**config.mk**
```make
export PLATFORM = sky130hd
export DESIGN_NAME = w_rptr_sync
export DESIGN_NICKNAME = d
export VERILOG_FILES = /design/src/rtl/fifo_pkg.sv /design/src/rtl/ptr_sync_chain.sv /design/src/rtl/w_rptr_sync.sv
export SDC_FILE = /design/constraint.sdc
export NUM_CORES = 1
export LEC_CHECK = 0
export ABC_AREA = 1
export ABC_CLOCK_PERIOD_IN_PS = 2600
export CAP_MARGIN = 20
export CORE_MARGIN = 1
export CORE_UTILIZATION = 47
export DETAILED_ROUTE_END_ITERATION = 6
export PLACE_DENSITY = 0.85
export SYNTH_ARGS = -nofsm -noshare
export SYNTH_HDL_FRONTEND = slang
export SYNTH_SLANG_ARGS = --single-unit
```
**constraint.sdc**
```tcl
create_clock -name clk -period 2.6 [get_ports clk]
set_input_delay 0.65 -clock clk [delete_from_list [all_inputs] [get_ports clk]]
set_output_delay 0.65 -clock clk [all_outputs]
set_load 0.005 [all_outputs]
```
**src/rtl/fifo_pkg.sv**
```systemverilog
// Shared async-FIFO constants, the pointer type and the Gray/binary conversion helpers.
package fifo_pkg;

    localparam int ADDR_W = 3;
    localparam int DEPTH  = 2**ADDR_W;
    localparam int PTR_W  = ADDR_W + 1;

    typedef logic [PTR_W-1:0] ptr_t;

    // Each binary bit is the XOR of all Gray bits at and above it.
    function automatic ptr_t gray2bin(input ptr_t g);
        ptr_t b;
        b[PTR_W-1] = g[PTR_W-1];
        for (int i = PTR_W - 2; i >= 0; i--) begin
            b[i] = b[i+1] ^ g[i];
        end
        return b;
    endfunction

    function automatic ptr_t bin2gray(input ptr_t b);
        return b ^ (b >> 1);
    endfunction

endpackage

```
**src/rtl/ptr_sync_chain.sv**
```systemverilog
// WIDTH x SYNC_STAGES clock-domain-crossing flop chain with asynchronous active-low reset.
// Reused by both pointer synchronizers of the async FIFO.
module ptr_sync_chain #(
    parameter int WIDTH       = 4,
    parameter int SYNC_STAGES = 2
) (
    input  logic             clk,
    input  logic             rst,
    input  logic [WIDTH-1:0] i_d,
    output logic [WIDTH-1:0] o_q
);

    generate
        if (SYNC_STAGES < 2) begin : g_bad_stages
            $error("ptr_sync_chain: SYNC_STAGES must be at least 2");
        end
    endgenerate

    // Synchronizer flops: must stay adjacent and must not be retimed or merged.
    (* ASYNC_REG = "TRUE", DONT_TOUCH = "TRUE", SHREG_EXTRACT = "NO" *)
    logic [WIDTH-1:0] r_stage [SYNC_STAGES];

    always_ff @(posedge clk or negedge rst) begin
        if (!rst) begin
            for (int i = 0; i < SYNC_STAGES; i++) begin
                r_stage[i] <= '0;
            end
        end else begin
            r_stage[0] <= i_d;
            for (int i = 1; i < SYNC_STAGES; i++) begin
                r_stage[i] <= r_stage[i-1];
            end
        end
    end

    assign o_q = r_stage[SYNC_STAGES-1];

endmodule

```
**src/rtl/w_rptr_sync.sv**
```systemverilog
// Write-domain read-pointer synchronizer: synced Gray pointer, binary form, free-slot count, advance pulse.
// Optional Gray-violation / clamp checker enabled by defining W_RPTR_SYNC_GRAY_CHECK_EN.
module w_rptr_sync
    import fifo_pkg::*;
#(
    parameter int SYNC_STAGES = 2
) (
    input  logic             clk,
    input  logic             rst,
    input  logic [PTR_W-1:0] r_ptr_async,
    input  logic [PTR_W-1:0] w_ptr,
    input  logic             err_clr,
    output logic [PTR_W-1:0] r_ptr_sync,
    output logic [PTR_W-1:0] r_bin_sync,
    output logic [PTR_W-1:0] free_cnt,
    output logic             advanced,
    output logic             gray_err
);

    localparam ptr_t DEPTH_P = ptr_t'(DEPTH);

    ptr_t w_sync;
    ptr_t r_prev_sync;
    ptr_t r_r_bin;
    ptr_t r_free_cnt;
    logic r_advanced;

    ptr_t w_r_bin;
    ptr_t w_w_bin;
    ptr_t w_occ;
    logic w_clamp;
    ptr_t w_free_next;

    ptr_sync_chain #(
        .WIDTH       (PTR_W),
        .SYNC_STAGES (SYNC_STAGES)
    ) u_chain (
        .clk (clk),
        .rst (rst),
        .i_d (r_ptr_async),
        .o_q (w_sync)
    );

    assign r_ptr_sync = w_sync;

    // Modulo-2**PTR_W subtraction handles read-pointer wrap without a special case.
    always_comb begin
        w_r_bin     = gray2bin(w_sync);
        w_w_bin     = gray2bin(w_ptr);
        w_occ       = w_w_bin - w_r_bin;
        w_clamp     = (w_occ > DEPTH_P);
        w_free_next = w_clamp ? '0 : (DEPTH_P - w_occ);
    end

    always_ff @(posedge clk or negedge rst) begin
        if (!rst) begin
            r_prev_sync <= '0;
            r_r_bin     <= '0;
            r_free_cnt  <= DEPTH_P;
            r_advanced  <= 1'b0;
        end else begin
            r_prev_sync <= w_sync;
            r_r_bin     <= w_r_bin;
            r_free_cnt  <= w_free_next;
            r_advanced  <= (w_sync != r_prev_sync);
        end
    end

    assign r_bin_sync = r_r_bin;
    assign free_cnt   = r_free_cnt;
    assign advanced   = r_advanced;

`ifdef W_RPTR_SYNC_GRAY_CHECK_EN
    ptr_t w_diff;
    logic w_multi_bit;
    logic r_gray_err;

    // More than one bit set in the step means the synchronized pointer skipped a Gray code.
    assign w_diff      = w_sync ^ r_prev_sync;
    assign w_multi_bit = ((w_diff & (w_diff - ptr_t'(1))) != '0);

    always_ff @(posedge clk or negedge rst) begin
        if (!rst) begin
            r_gray_err <= 1'b0;
        end else if (w_multi_bit || w_clamp) begin
            r_gray_err <= 1'b1;
        end else if (err_clr) begin
            r_gray_err <= 1'b0;
        end
    end

    assign gray_err = r_gray_err;
`else
    logic w_unused_err_clr;
    assign w_unused_err_clr = err_clr;
    assign gray_err         = 1'b0;
`endif

endmodule

```
Word-level counts from Yosys, hierarchy flattened

Cells that the tools add are included.

Register bits: 21
Input port bits: 11

Bitwise logic cells: 6
Add/sub/neg operators: 2
Multiplexer cells: 1
Equality and inequality tests: 1
Magnitude comparators: 1

Operators with widths:

| operator              | count |
|---|---|
| $xor A1 B1 Y1         | 6 |
| $gt A4 B4 Y1 const B  | 1 |
| $mux W4               | 1 |
| $ne A4 B4 Y1          | 1 |
| $sub A4 B4 Y4         | 1 |
| $sub A4 B4 Y4 const A | 1 |

Logic depth before layout (Yosys ltp)

Gate-level depths: netlist of run 1.

Depth in word-level cells: 6
Mapped depth: 15
Depth with buffers taken out: 15

Cells and area by module

From an unflattened synthesis of run 1, not the netlist that was laid out.

Cells, all modules: 93
Area total of the unflattened synthesis: 957.2 sq um

Modules (own cells, without submodules):

| module         | instances | seq. area each (sq um) | cells an instance | area each (sq um) |
|---|---|---|---|---|
| w_rptr_sync    | 1         | 301.5                  | 81                | 726.9 |
| ptr_sync_chain | 1         | 200.2                  | 12                | 230.2 |

Least setup slack after synthesis of run 1

OpenSTA, ideal clock, no wires.

Path type: input port to flip-flop
From: input w_ptr[2]
To: register r_free_cnt[1] (netlist: free_cnt[1])
Buffers on the path: 0
Path slack: 0.222 ns
Cell stages on the path: 15
Arrival: 2.266 ns
Path through: xor2_2 -> nand2_2 -> nand2_2 -> inv_2 -> nand2_2 -> nand2_1 -> ha_1 -> inv_1 -> fa_1 -> inv_1 -> ha_1 -> nand3_1 -> nand3_2 -> nand2_1 -> inv_1

Word-level cells in the longest chain between the ends: 6
Elaborated cells on any way between the ends: 7
Those cells by class: add/sub (2); order compare (1); mux (1); bitwise (3)

RTL lines:

| what                                                 | line                                 | text |
|---|---|---|
| from (decl)                                          | w_rptr_sync.sv:11                    | `input logic [PTR_W-1:0] w_ptr,` |
| $xor A1 B1 Y1 *                                      | fifo_pkg.sv:15                       | `b[i] = b[i+1] ^ g[i];` |
| $xor A1 B1 Y1 (2 in a row)                           | fifo_pkg.sv:15                       |  |
| $sub A4 B4 Y4 *                                      | w_rptr_sync.sv:50                    | `w_occ = w_w_bin - w_r_bin;` |
| $sub A4 B4 Y4 / $gt A4 B4 Y1 (equally long branches) | w_rptr_sync.sv:52, w_rptr_sync.sv:51 |  |
| $mux W4 *                                            | w_rptr_sync.sv:52                    | `w_free_next = w_clamp ? '0 : (DEPTH_P - w_occ);` |
| via w_free_next[1]                                   | w_rptr_sync.sv:32                    | `ptr_t w_free_next;` |
| to (signal assigned)                                 | w_rptr_sync.sv:64                    | `r_free_cnt <= w_free_next;` |
| to (decl)                                            | w_rptr_sync.sv:25                    | `ptr_t r_free_cnt;` |

The timed path passes the listed nets; every way through them passes the cells marked *.

Worst setup path in the final report of run 1

From: input w_ptr[2]
To: register r_free_cnt[3] (netlist: free_cnt[3])

Same word-level chain as after synthesis.

==> results.tsv, run 1 <==
stage	metric	value	unit
outcome	outcome	finished, final reports clean	
yosys	Post-Synthesis Cells	93	
critical_path	crit-path max cell delay	460	ps
routing	DR iter-0 viols	5	
grt	global-route usage over all layers	0.1648	
grt	grt ovf	0	
grt	first-pass GRT wire length	2.449	mm
pwr	PwrDens	650.1	mW/mm^2
sta	setup slack after layout	93.62	ps
pwr	Max VDD drop	0.3984	mV
hold_path	Hold Path Origin	u_chain.r_stage[7]	
routing	antenna viol nets, final	0	
yosys	YS warnings	0	
yosys	number of library cell types mapped by synthesis	21	
pwr	P_leak	0.6369	nW
yosys	most frequent cell after synthesis	nand2_1	
sta	minimum clock period	2506	ps
grt	largest net degree at the start of global routing	21	
cells_and_area	layout cells sized above 1	0.2288	
cells_and_area	utilization after layout	0.6955	
placed_design	gpl congestion	0.6664	
critical_path	crit path launch type	input pin	
clock_network	CTS tree	done	
sta	Pins Over Slew Limit	0	
sta	Final TNS setup	0	ps
hold_path	Worst Hold Class	reg2reg	
placed_design	input/output buffers	22	
yosys	Post-Syn Area per Cell	10.29	sq um
pwr	Logic pwr share	0.344	
clock_network	clk_lat worst skew	300	ps
grt	vias in the first global route	595	
floorplan	# rows	15	
yosys	post-synthesis sequential area ratio	0.5242	
critical_path	RR Startpoint	u_chain.o_q[3]	
sta	Worst Clk Skew	4.311	ps
yosys	largest cells by area after synthesis	dfrtp_1 (50%), nand2_1 (7.8%), inv_1 (5.9%)	
yosys	EDFF count, synth	0	
sta	fmax	399.0	MHz
routing	Vias/cell	4.636	
floorplan	Die H	47.13	um
floorplan	Boundary Pins	25	
yosys	Mapped Area	957.2	sq um
yosys	prevailing post-synth register cell	dfrtp_1	
placed_design	pre-CTS setup slack	-539.4	ps
cells_and_area	ant diodes	0	
cells_and_area	final net count	135	
critical_path	worst endpoint required time	2850	ps
critical_path	CP max FO	2	
cells_and_area	area grow syn2layout	32.29	%
critical_path	crit path max-delay cell type	fa_1	
routing	DRC	0	
cells_and_area	post-route cell area	0.001266	sq mm
critical_path	crit path cell chain	dlygate4sd2_1 -> xor2_2 -> nand2_2 -> nand2_2 -> inv_2 -> nand2_2 -> nand2_1 -> ha_1 -> inv_1 -> fa_1 -> buf_4 -> nor3_1 -> nand2_1 -> nand2_1	
floorplan	Starting Density	0.5258	
sta	Hold Vio Cnt, Final	0	
critical_path	CP top delay family	simple AND/OR/NAND/NOR gates	
clock_network	Clock Sinks	20	
pwr	switching power share of the total	0.2900	
floorplan	Core Footprint	0.001821	sq mm
pwr	internal power component	0.5844	mW
critical_path	Crit. End Element	register	
placed_design	HPWL Detailed	1.124	mm
yosys	area share of the largest cell type after synthesis	0.4967	
sta	Final setup violation count	0	
pwr	P_sw	0.2387	mW
critical_path	Crit Path Category	in2reg	
clock_network	clock slew at reported path FFs	100	ps
routing	first drt pass iteration count	4	
yosys	Syn Nets	109	
clock_network	Root Driver	clkbuf_4	
pwr	sequential share of power	0.445	
job	max cap viols	0	
yosys	Commonest cells post-synth	nand2_1 (20), dfrtp_1 (19), inv_1 (15)	
sta	worst hold slack	359.0	ps
clock_network	Hold-fix buffers, CTS	0	
grt	initial antenna violation count	0	
clock_network	CTS Buffer Depth	2	
critical_path	CP arrival	2750	ps
floorplan	die area	0.002221	sq mm
sta	crit share post-route	0.9640	
routing	drt total wl	1.538	mm
routing	Routed WL per cell	10.76	um
placed_design	dpl cell area	0.001194	sq mm
clock_network	TritonCTS Buffers	3	
critical_path	CP Launch Point	w_ptr[2]	
floorplan	DIE WIDTH	47.13	um
yosys	Synth async-reset ratio	1.000	
pwr	Clk pwr share	0.211	
yosys	Yosys top cell by area	dfrtp_1	
routing	total number of vias	663	
clock_network	H-tree depth	1	
critical_path	Bufs and invs on worst path	4	
yosys	post-synthesis register bit count	20	
==> power groups by stage <==
stage | clock network [mW] | logic [mW] | registers [mW]
finish | 0.174 | 0.283 | 0.366
global placement | 0 | 0.233 | 0.370
CTS | 0.176 | 0.258 | 0.366
global route | 0.185 | 0.314 | 0.370
floorplan | 0 | 0.131 | 0.376
detailed placement | 0 | 0.247 | 0.372
==> path summary, 6_finish.rpt <==
| check | end | slack (ps) | cells past startpoint |
|---|---|---|---|
| max in group asynchronous | free_cnt[3] | 1670 | 2 |
| worst max-delay path | free_cnt[3] | 90 | 14 |
| worst min register to register | u_chain.o_q[3] | 360 | 0 |
| min in group asynchronous | u_chain.r_stage[6] | 660 | 2 |
| worst max register to register | free_cnt[3] | 130 | 13 |
| worst min-delay path | u_chain.o_q[3] | 360 | 0 |
==> flip-flops by register name (all words and copies together), names as in the netlist <==
register and flops:
advanced 1, free_cnt 4, r_bin_sync 3, r_prev_sync 4
u_chain.o_q 4, u_chain.r_stage 4
==> routing by layer <==
metal	vias to the layer above	wire length (um)	global-route usage
li1	322	-	-
met1	303	618	0.1985
met2	31	745	0.2583
met3	7	121	0.05385
met4	0	53	0.09714
met5	-	0	0
==> area by class of cell <==
class | count | area [sq um]
clock buffer | 4 | 36.28
fill | 132 | 554.3
tap | 25 | 31.28
inverter | 16 | 60.06
multi-input combinational | 51 | 381.6
sequential | 20 | 503.0
timing repair buffer | 27 | 254.0
==> cell families (layout without fill, tap and decap cells) <==
logic type,Yosys count,after routing,synth area share
AO/OA/AOI/OAI,2,2,0.01046
other,1,1,0.003918
flip-flops,20,20,0.5242
AND/OR/NAND/NOR,34,34,0.1725
buffers and inverters,22,47,0.1098
adder cells (fa/ha/maj),5,5,0.07321
XOR/XNOR,9,9,0.1059
==> worst reg2reg max path: stages, from the launching register on <==
cell and delay, ps:
dfrtp_2 460, inv_1 90, nand2_1 90, nand2_4 120, xor2_2 160, nand2_1 70, nand2_1 100, ha_1 150
inv_1 60, fa_1 480, buf_4 170, nor3_1 300, nand2_1 110, nand2_1 70
==> cells in the final DEF, fill, tap and decap left out <==
master            n
a21oi_1           2
buf_4             5
clkbuf_2          1
clkbuf_4          3
clkbuf_8          1
clkdlybuf4s50_1  19
conb_1            1
dfrtp_1          18
dfrtp_2           1
dfstp_2           1
dlygate4sd2_1     1
dlymetal6s2s_1    1
fa_1              1
ha_1              3
ha_4              1
inv_1            14
inv_2             2
nand2_1          20
nand2_2           4
nand2_4           1
nand3_1           2
nand3_2           3
nand4_1           1
nor2_1            1
nor2_2            1
nor3_1            1
xnor2_1           5
xnor2_4           1
xor2_1            1
xor2_2            2
==> stage by stage <==
step / total power [mW] / instances
floorplan: 0.5066 / 93
global placement: 0.6029 / 138
detailed placement: 0.6189 / 138
CTS: 0.7994 / 143
global route: 0.8691 / 143
finish: 0.8232 / 143
==> repair_timing <==
| action | 4_1_cts | 5_1_grt |
|---|---|---|
| pin swaps | 1 | 2 |
| setup endpoints to repair | 4 | 4 |
| gates resized for setup | 3 | 9 |
| setup buffers | 1 | 0 |
Note: power is estimated with default switching activity, not from simulation.
==> inputs of run 2 (changes only) <==
Settings changed: ABC_AREA 1 to default, CORE_UTILIZATION 47 to 45, PLACE_DENSITY 0.85 to 0.84.
==> results.tsv, run 2 <==
stage	metric	value	unit	change
routing	total number of vias	518		-22%
critical_path	Crit Path Category	in2reg		
critical_path	worst r2r dst	free_cnt[1]		
floorplan	# rows	15		unchanged
cells_and_area	layout cells sized above 1	0.2717		+0.04293
pwr	PwrDens	745.1	mW/mm^2	+15%
critical_path	Crit. End Element	register		
cells_and_area	final net count	109		-19%
placed_design	input/output buffers	22		unchanged
yosys	post-synthesis sequential area ratio	0.5923		+0.06814
grt	global-route usage over all layers	0.1568		-0.007952
routing	first drt pass iteration count	4		unchanged
critical_path	worst endpoint required time	2840	ps	about the same
floorplan	Core Footprint	0.001745	sq mm	-4.1%
yosys	Post-Syn Area per Cell	13.45	sq um	+31%
sta	fmax	393.9	MHz	-1.3%
yosys	Mapped Area	847.1	sq um	-12%
cells_and_area	post-route cell area	0.001185	sq mm	-6.4%
sta	Worst Clk Skew	8.166	ps	+3.855 ps
sta	minimum clock period	2539	ps	+32.59 ps
critical_path	R2R setup slack	150	ps	+20 ps
yosys	EDFF count, synth	0		unchanged
hold_path	Worst Hold Class	reg2reg		
floorplan	die area	0.002060	sq mm	-7.2%
cells_and_area	most frequent cells in the layout	dfrtp_1 (19), clkdlybuf4s50_1 (19), buf_4 (9)		
yosys	YS warnings	0		unchanged
clock_network	Hold-fix buffers, CTS	0		unchanged
clock_network	H-tree depth	1		unchanged
critical_path	worst-case reg-to-reg path depth	10		-3
floorplan	Die H	45.39	um	-3.7%
routing	Vias/cell	4.427		-4.5%
hold_path	Hold Path Origin	u_chain.r_stage[6]		
pwr	Power Total	0.8829	mW	+7.3%
grt	first-pass GRT wire length	2.125	mm	-13%
routing	antenna viol nets, final	0		unchanged
routing	DRC	0		unchanged
routing	Routed WL per cell	11.03	um	+2.6%
job	max cap viols	0		unchanged
critical_path	crit path launch type	input pin		
routing	drt total wl	1.291	mm	-16%
yosys	largest cells by area after synthesis	dfrtp_1 (56%), xnor2_1 (8.3%), ha_1 (5.9%)		
routing	DR iter-0 viols	4		-1
yosys	post-synthesis register bit count	20		unchanged
critical_path	RR Startpoint	u_chain.o_q[2]		
sta	worst hold slack	358.5	ps	-0.4570 ps
clock_network	clock slew at reported path FFs	110	ps	about the same
cells_and_area	area grow syn2layout	39.88	%	
placed_design	gpl congestion	0.6607		-0.86%
floorplan	Boundary Pins	25		unchanged
clock_network	clk_lat worst skew	310	ps	about the same
grt	largest net degree at the start of global routing	21		unchanged
floorplan	DIE WIDTH	45.39	um	-3.7%
yosys	prevailing post-synth register cell	dfrtp_1		
clock_network	CTS tree	done		
cells_and_area	ant diodes	0		unchanged
yosys	Syn Nets	79		-28%
sta	crit share post-route	0.9765		+0.01254
yosys	area share of the largest cell type after synthesis	0.5613		+0.06457
cells_and_area	utilization after layout	0.6789		-0.01668
yosys	Yosys top cell by area	dfrtp_1		
grt	initial antenna violation count	0		unchanged
sta	Final setup violation count	0		unchanged
outcome	outcome	finished, final reports clean		
sta	Pins Over Slew Limit	0		unchanged
yosys	most frequent cell after synthesis	dfrtp_1		
yosys	Post-Synthesis Cells	63		-32%
grt	vias in the first global route	480		-19%
placed_design	dpl cell area	0.001106	sq mm	-7.3%
pwr	P_leak	0.5448	nW	-14%
sta	Hold Vio Cnt, Final	0		unchanged
yosys	number of library cell types mapped by synthesis	20		-4.8%
placed_design	HPWL Detailed	1.008	mm	-10%
clock_network	TritonCTS Buffers	3		unchanged
yosys	Synth async-reset ratio	1.000		unchanged
critical_path	CP arrival	2780	ps	+30 ps
critical_path	CP Launch Point	w_ptr[2]		
yosys	Commonest cells post-synth	dfrtp_1 (19), xnor2_1 (8), buf_4 (6)		
hold_path	Worst Hold Path EP	u_chain.o_q[2]		
grt	grt ovf	0		unchanged
clock_network	Root Driver	clkbuf_4		
clock_network	Clock Sinks	20		unchanged
hold_path	Hold Path Stages	0		unchanged
floorplan	Starting Density	0.4853		-0.04047
critical_path	CP max FO	2		unchanged
clock_network	CTS Buffer Depth	2		unchanged
pwr	Max VDD drop	0.3823	mV	-4.1%
## run 2: cell type report
type	instances	area (sq um)
clock buffer	4	36.28
fill	136	560.5
inverter	5	18.77
multi-input combinational	32	312.8
sequential	20	501.7
tap	25	31.28
timing repair buffer	31	284.0
## run 2: stage by stage
step	setup slack (ps)	TNS, ps	cells
2_1_floorplan	75.33	0	63
3_3_place_gp	-498.6	-1843	111
3_5_place_dp	-582.8	-2136	111
4_1_cts	5.657	0	116
5_1_grt	-31.77	-65.66	117
6_report	61.03	0	117
## run 2: what timing repair did
item	in CTS	in global routing
gates cloned	0	0
setup buffers	1	1
resized for setup	6	7
pin swaps	2	1
endpoints found under the setup margin	4	4
## run 2: how the worst max path moves through the flow
stage                       end  slack, ps  cells after the start
floorplan           free_cnt[2]         80                     10
global placement    free_cnt[2]       -500                     12
detailed placement  free_cnt[1]       -580                     11
CTS                 free_cnt[1]          6                     11
global route        free_cnt[1]        -30                     11
finish              free_cnt[1]         60                     11
## run 2: cell families after synthesis
| logic type | share of synthesized area |
|---|---|
| adders and majority gates | 0.08272 |
| AOI/OAI and AO/OA | 0.02068 |
| and+or+nand+nor | 0.05022 |
| other | 0.004427 |
| muxes | 0.01182 |
| DFF | 0.5923 |
| xor gates and xnor gates | 0.1625 |
| buffers and inverters | 0.07532 |
## run 2: report_power, final
group / leakage [nW] / switching, mW / internal (mW)
clock network: 0.0210 / 0.0929 / 0.0856
registers: 0.233 / 0.0147 / 0.359
logic: 0.291 / 0.134 / 0.196
total: 0.545 / 0.242 / 0.641
## run 2: worst max-delay path, stage by stage
cell and delay [ps]:
dlygate4sd2_1 250, xor2_2 150, xor2_1 160, buf_4 150, xnor2_2 130, ha_2 210, inv_2 40, fa_1 520
inv_1 50, ha_2 300, a21boi_2 150
## run 2: per-layer routing
metal,track usage,up-vias,part of all wire
li1,-,248,-
met1,0.1901,247,0.44
met2,0.2371,18,0.49
met3,0.04762,5,0.036
met4,0.1091,0,0.037
met5,0,-,0
